$ cat config.mk
export PLATFORM = sky130hd
export DESIGN_NAME = video_raster_gen
export DESIGN_NICKNAME = d
export VERILOG_FILES = /design/src/rtl/video_raster_gen.sv
export SDC_FILE = /design/constraint.sdc
export NUM_CORES = 1
export LEC_CHECK = 0
export ABC_CLOCK_PERIOD_IN_PS = 4300
export CAP_MARGIN = 20
export CELL_PAD_IN_SITES_DETAIL_PLACEMENT = 0
export CELL_PAD_IN_SITES_GLOBAL_PLACEMENT = 1
export CORE_MARGIN = 5
export CORE_UTILIZATION = 44
export DETAILED_ROUTE_END_ITERATION = 16
export PLACE_DENSITY = 0.95
export SETUP_SLACK_MARGIN = 0.1
export SYNTH_ARGS = -nofsm -noshare
export SYNTH_HDL_FRONTEND = slang
export SYNTH_SLANG_ARGS = --single-unit
$ cat constraint.sdc
create_clock -name clk_sys -period 4.3 [get_ports clk_sys]
set_clock_uncertainty 0.05 [all_clocks]
set_input_delay 1.29 -clock clk_sys [delete_from_list [all_inputs] [get_ports clk_sys]]
set_output_delay 1.29 -clock clk_sys [all_outputs]
set_load 0.01 [all_outputs]
$ cat src/rtl/video_raster_gen.sv
// video_raster_gen: parametrised raster timing generator (beam counters, blank/sync,
// fetch window, line/frame interrupts, flash, CPU slot). Optional light pen: VRG_LPEN_EN.
module video_raster_gen #(
  parameter int unsigned H_TOTAL       = 384,
  parameter int unsigned V_TOTAL       = 312,
  parameter int unsigned H_BLANK_START = 28,
  parameter int unsigned H_BLANK_END   = 108,
  parameter int unsigned H_SYNC_START  = 44,
  parameter int unsigned H_SYNC_END    = 76,
  parameter int unsigned V_BLANK_START = 236,
  parameter int unsigned V_BLANK_END   = 260,
  parameter int unsigned V_SYNC_START  = 240,
  parameter int unsigned V_SYNC_END    = 244,
  parameter int unsigned H_ACT_START   = 128,
  parameter int unsigned V_ACT_LINES   = 192,
  parameter int unsigned NUM_LINE_INT  = 2,
  parameter int unsigned CPU_SLOT      = 5,
  parameter int unsigned FLASH_BITS    = 5
) (
  input  logic                          clk_sys,
  input  logic                          reset,
  input  logic                          ce_pix_p,
  input  logic                          ce_pix_n,
  input  logic                          cfg_we,
  input  logic [2:0]                    cfg_idx,
  input  logic [8:0]                    cfg_line,
`ifdef VRG_LPEN_EN
  input  logic                          lpen_strobe,
  output logic [7:0]                    lpen_h,
  output logic [8:0]                    lpen_v,
  output logic                          lpen_valid,
`endif
  output logic [$clog2(H_TOTAL)-1:0]    hc,
  output logic [$clog2(V_TOTAL)-1:0]    vc,
  output logic                          hblank,
  output logic                          vblank,
  output logic                          hsync,
  output logic                          vsync,
  output logic                          fetch_strobe,
  output logic                          active,
  output logic [NUM_LINE_INT-1:0]       int_line,
  output logic                          int_frame,
  output logic                          flash,
  output logic                          io_contention
);

  localparam int unsigned HW = $clog2(H_TOTAL);
  localparam int unsigned VW = $clog2(V_TOTAL);

  logic [FLASH_BITS-1:0]   flash_cnt;
  logic [8:0]              line_reg [NUM_LINE_INT];
  logic [31:0]             hpos;
  logic [31:0]             vpos;
  logic                    h_last;
  logic                    v_last;
  logic                    in_hfront;
  logic                    in_window;
  logic [NUM_LINE_INT-1:0] line_hit;

  assign hpos      = 32'(hc);
  assign vpos      = 32'(vc);
  assign h_last    = (hpos == H_TOTAL - 1);
  assign v_last    = (vpos == V_TOTAL - 1);
  assign in_hfront = (hpos < H_ACT_START);
  assign in_window = (hpos >= H_ACT_START) && (vpos < V_ACT_LINES);

  always_ff @(posedge clk_sys or posedge reset) begin
    if (reset) begin
      hc        <= '0;
      vc        <= '0;
      flash_cnt <= '0;
    end else if (ce_pix_p) begin
      if (h_last) begin
        hc <= '0;
        if (v_last) begin
          vc        <= '0;
          flash_cnt <= flash_cnt + FLASH_BITS'(1);
        end else begin
          vc <= vc + VW'(1);
        end
      end else begin
        hc <= hc + HW'(1);
      end
    end
  end

  // Out-of-range channel indices match no loop iteration and are dropped.
  always_ff @(posedge clk_sys or posedge reset) begin
    if (reset) begin
      for (int unsigned i = 0; i < NUM_LINE_INT; i++) line_reg[i] <= '1;
    end else if (cfg_we) begin
      for (int unsigned i = 0; i < NUM_LINE_INT; i++)
        if (32'(cfg_idx) == i) line_reg[i] <= cfg_line;
    end
  end

  always_comb begin
    line_hit = '0;
    for (int unsigned i = 0; i < NUM_LINE_INT; i++)
      line_hit[i] = (32'(line_reg[i]) < V_ACT_LINES) && (32'(line_reg[i]) == vpos) && in_hfront;
  end

  always_ff @(posedge clk_sys or posedge reset) begin
    if (reset) begin
      hblank       <= 1'b0;
      vblank       <= 1'b0;
      hsync        <= 1'b0;
      vsync        <= 1'b0;
      fetch_strobe <= 1'b0;
      active       <= 1'b0;
      int_line     <= '0;
      int_frame    <= 1'b0;
    end else if (ce_pix_n) begin
      if (hpos == H_BLANK_START)    hblank <= 1'b1;
      else if (hpos == H_BLANK_END) hblank <= 1'b0;
      if (hpos == H_SYNC_START)     hsync  <= 1'b1;
      else if (hpos == H_SYNC_END)  hsync  <= 1'b0;
      if (vpos == V_BLANK_START && hpos == H_BLANK_START)  vblank <= 1'b1;
      else if (vpos == V_BLANK_END && hpos == H_BLANK_END) vblank <= 1'b0;
      vsync        <= (vpos >= V_SYNC_START) && (vpos < V_SYNC_END);
      fetch_strobe <= in_window && (hc[2:0] == 3'b000);
      active       <= in_window;
      int_line     <= line_hit;
      int_frame    <= (vpos == V_SYNC_END) && in_hfront;
    end
  end

  assign flash         = flash_cnt[FLASH_BITS-1];
  assign io_contention = (hc[2:0] != 3'(CPU_SLOT));

`ifdef VRG_LPEN_EN
  logic lpen_d;
  logic frame_wrap;

  assign frame_wrap = ce_pix_p && h_last && v_last;

  // One capture per frame; the wrap clear takes priority over a same-cycle strobe.
  always_ff @(posedge clk_sys or posedge reset) begin
    if (reset) begin
      lpen_d     <= 1'b0;
      lpen_h     <= '0;
      lpen_v     <= '0;
      lpen_valid <= 1'b0;
    end else begin
      lpen_d <= lpen_strobe;
      if (frame_wrap) begin
        lpen_valid <= 1'b0;
      end else if (lpen_strobe && !lpen_d && active && !lpen_valid) begin
        lpen_h     <= 8'(hc) & 8'hF8;
        lpen_v     <= 9'(vc);
        lpen_valid <= 1'b1;
      end
    end
  end
`endif

endmodule
Word level (Yosys, flattened, before mapping)
Index checks and enable logic that the tools add are counted.
- register bits: 50
- logic and storage cells: 66
- output and inout port bits: 29
- input bits: 17
- muxes and demuxes: 8
- reductions and logical operators: 22
- eq/ne operators: 13
- $add $sub $neg: 3
- order comparisons: 7
- operators with widths (cell ; number):
    $lt A9 B8 Y1 const B ; 5
    $eq A9 B9 Y1 const B ; 3
    $add A9 B1 Y9 const B ; 2
    $eq A9 B7 Y1 const B ; 2
    $eq A9 B8 Y1 const B ; 2
    $eq A9 B9 Y1 ; 2
    $ge A9 B8 Y1 const B ; 2
    $mux W9 ; 2
    $reduce_and A2 Y1 ; 6
    $logic_and A1 B1 Y1 ; 10
    $eq A9 B5 Y1 const B ; 1
    $eq A9 B6 Y1 const B ; 1
    $logic_not A3 Y1 ; 2
    $mux W1 ; 6
    $reduce_bool A2 Y1 ; 3
    $add A5 B1 Y5 const B ; 1
    $eq A3 B1 Y1 const B ; 1
    $ne A3 B3 Y1 const B ; 1
    $reduce_and A3 Y1 ; 1

Logic depth before layout (Yosys ltp)
- depth after elaboration: 4
- mapped depth: 6
- mapped depth without buffers: 6

Least setup slack after synthesis
No wires, ideal clock.
- path kind: input port to flip-flop
- start: input port ce_pix_p
- end: register flash_cnt[1]
- buffers on the path: 2
- stages: 6
- data required time: 4123 ps
- slack: 1380 ps
- library setup time: 127 ps
- arrival: 2742 ps
- path through: clkbuf_1 nand2_1 nor3_1 and2_1 buf_2 mux2_1
- longest elaborated chain between the ends: 1
- ends and longest elaborated chain (what ; RTL line ; RTL):
    start: declaration ; 22 ; input logic ce_pix_p,
    $reduce_and A3 Y1 (no line) ; -- ;
    end signal: assignment ; 77 ; flash_cnt <= flash_cnt + FLASH_BITS'(1);
    end: declaration ; 50 ; logic [FLASH_BITS-1:0] flash_cnt;
No other way between the ends.
A chain may end at the register's enable or synchronous reset.

Worst setup path after layout
Ends and elaborated chain as after synthesis.

==> impl_metrics.ini <==
[run_status]
run_status = complete, no violations

[placement]
io_buffers = 45
hpwl_um = 3900
dpl-instance-area_mm2 = 0.00306
gpl.final_weighted_congestion = 0.817

[pwr]
clk_network_pwr_share = 0.262
p_per_area_mw_per_mm2 = 375
irDropWorstVdd_mv = 0.232
switching_power_w = 0.000341
share_comb_of_total_power = 0.204
power.sequential.fraction = 0.534
static-leakage-power_nw = 1.29
power_switching_share = 0.286
cell_internal_pwr_w = 0.000853

[global_route]
grt_pass1_wl_um = 9190
grt_max_degree = 51
antenna_violations_before_repair = 0
grt.total_usage = 0.155
grt_pass1_vias = 1861
globalRoute.totalOverflow = 0

[worst_setup_path]
startpoint_class_of_the_critical_path = primary input
critPathMaxFanout = 16
criticalPathCategory = primary input to register
timing.critical_path.to_type = register
worst-r2r-cell-count = 4
reg2reg_setup_slack_ns = 2.06
crit-reg2reg-capture = flash_cnt[1]$_DFFE_PP0P_
timing.critical_path.arrival_ns = 3.18
required_time_worst_endpoint_ns = 4.44
r2r-start = vc[2]$_DFFE_PP0P_

[cells_and_area]
layout-area-overhead-vs-synth_pct = 24.2
nets = 300
fillers = 479
drive_gt1_frac = 0.183
antennaDiodeCount = 0
final_area_mm2 = 0.00318
max_ffs_per_register = 18

[clock_network]
clkSinkCount = 50
cts.hold.buffers_added = 0
path_clk_slew_ns = 0.09
cts_buffers = 5
h_tree_levels = 2
post_cts.resized_instances = 0
cts_tree = done
clk-insertion-delay-late_ns = 0.30
clockRootBuffer = clkbuf_8
postCtsSetupRepairBufs = 0
clockBufferDepth = 2

[synthesis]
netlist_top_cells_area = dfrtp_1, dfstp_2, mux2_2, xnor2_1, xor2_1
synthArstFlopShare = 1.00
synth.largest_area_cell = dfrtp_1
post_synth_num_cell_types = 42
ys_seq_elements = 50
ys.flop_type = dfrtp_1
synth_area_mm2 = 0.00256
synthDominantCellAreaShare = 0.312
syn-mean-instance-area_um2 = 10.7
synth_edf_count = 0
syn_nets = 262
post_synth_inst_count = 239
yosys_warnings = 0
synth_sequential_area_ratio = 0.497

[die]
chipWidth_um = 86.3
core_area_mm2 = 0.00557
number_of_rows_created_at_floorplan = 27
boundaryPins = 46
dieArea_mm2 = 0.00745
die_h_um = 86.3
start_util = 0.460

[sta]
drv_slew = 0
maxSlewHeadroom = 0.639
setup_repair_after_global_routing_missed_its_margin = no
worst_slew_pin_slew_ns = 0.535
post-route-period-util = 0.707
finalHoldViolations = 0
max_freq_mhz = 329
setup_total_negative_slack_ns = 0
setup_viol_count_final = 0
layout_min_cycle_time_ns = 3.04

[detailed_routing]
drt_first_iter_violations = 99
wl_per_cell_um = 15.7
via_cell_ratio = 5.48
route.final.wire_length_um = 5490
drc = 0
detailroute.via_count = 1918
drtAntennaViolNets = 0
drt-pass1-iter-count = 4

[min_path]
hold_path_depth = 1
end_point_of_the_most_critical_hold_path = flash_cnt[3]$_DFFE_PP0P_
holdCritStartpoint = flash_cnt[3]$_DFFE_PP0P_
hold_class = register to register

[run]
max_cap_violations = 0
metrics by stage:
stage | cells | total power [W] | setup slack, ns | hold WS, ns | utilization
2_1_floorplan | 239 | 0.000776 | 1.38 | 0.388 | -
3_3_place_gp | 341 | 0.000882 | 0.992 | 0.406 | 0.549
3_5_place_dp | 341 | 0.000891 | 0.964 | 0.413 | 0.549
4_1_cts | 349 | 0.00120 | 1.30 | 0.428 | 0.568
5_1_grt | 350 | 0.00125 | 1.11 | 0.440 | 0.571
6_report | 350 | 0.00119 | 1.26 | 0.424 | 0.571
cells in the final DEF (no fill, tap or decap), drive strengths merged, types with 2 or more instances in the layout:
| cell | instances |
|---|---|
| inv | 14 |
| nand4 | 11 |
| and4 | 2 |
| ha | 6 |
| nor2 | 7 |
| or3 | 2 |
| mux2 | 19 |
| nand2b | 2 |
| nor4 | 6 |
| dfrtp | 32 |
| buf | 4 |
| and3 | 5 |
| dfstp | 18 |
| clkdlybuf4s50 | 45 |
| o32ai | 2 |
| nor4b | 3 |
| xor2 | 10 |
| nand3b | 2 |
| nor3 | 5 |
| a21oi | 2 |
| clkbuf | 7 |
| o41ai | 2 |
| o31ai | 3 |
| o21ai | 13 |
| nand4b | 2 |
| xnor2 | 18 |
| nand2 | 12 |
| nand3 | 13 |
cells by family (layout without fill, tap and decap cells):
family	count (synthesis)	count (layout)	share of synthesized area
fa+ha+maj	6	6	0.0293
simple gates	79	79	0.180
compound gates	26	26	0.0674
buf+inv	31	70	0.0473
xor+xnor	28	28	0.0957
flops	50	50	0.497
mux	19	19	0.0835
worst max-delay path, cell delays in order:
cell and delay (ns):
clkdlybuf4s50_1 0.62, nand2_1 0.22, nor3_1 0.21, buf_4 0.24
and2_1 0.26, mux2_1 0.34
cell usage after synthesis (6+ instances only):
master / number
clkbuf_1: 14
dfrtp_1: 32
dfstp_2: 18
ha_1: 6
inv_1: 13
mux2_2: 18
nand2_1: 12
nand3_1: 13
nand4_1: 11
nor2_1: 7
nor4_1: 6
o21ai_0: 6
o21ai_1: 7
xnor2_1: 18
xor2_1: 10
how the worst max path moves through the flow:
stage	from	slack (ns)	end
5_1_grt	ce_pix_p	1.11	flash_cnt[1]$_DFFE_PP0P_
4_1_cts	ce_pix_p	1.30	flash_cnt[1]$_DFFE_PP0P_
3_3_place_gp	ce_pix_p	0.99	flash_cnt[1]$_DFFE_PP0P_
2_1_floorplan	ce_pix_p	1.38	flash_cnt[1]$_DFFE_PP0P_
3_5_place_dp	ce_pix_p	0.96	flash_cnt[1]$_DFFE_PP0P_
6_report	ce_pix_p	1.26	flash_cnt[1]$_DFFE_PP0P_
area by class of cell:
class / instances / area (um^2) / share of cell area
clock buffer: 7 / 97.6 / 0.0306
clock inverter: 1 / 6.26 / 0.00196
inverter: 13 / 48.8 / 0.0153
multi-input combinational: 158 / 1170 / 0.369
sequential: 50 / 1270 / 0.400
tap: 72 / 90.1 / 0.0283
timing repair buffer: 49 / 493 / 0.155
power groups by stage:
stage          Sequential [W]  Clock, W  Combinational [W]
6_report             0.000637  0.000313           0.000244
3_5_place_dp         0.000647         0           0.000244
3_3_place_gp         0.000644         0           0.000238
4_1_cts              0.000638  0.000316           0.000245
2_1_floorplan        0.000626         0           0.000151
5_1_grt              0.000651  0.000338           0.000266
metal layers:
| layer | global-route usage | routed length, um |
|---|---|---|
| met5 | 0 | 0 |
| met4 | 0.0482 | 64 |
| met2 | 0.255 | 2630 |
| met1 | 0.202 | 2430 |
| met3 | 0.0342 | 359 |
No activity file was read; power rests on OpenSTA's default activity.
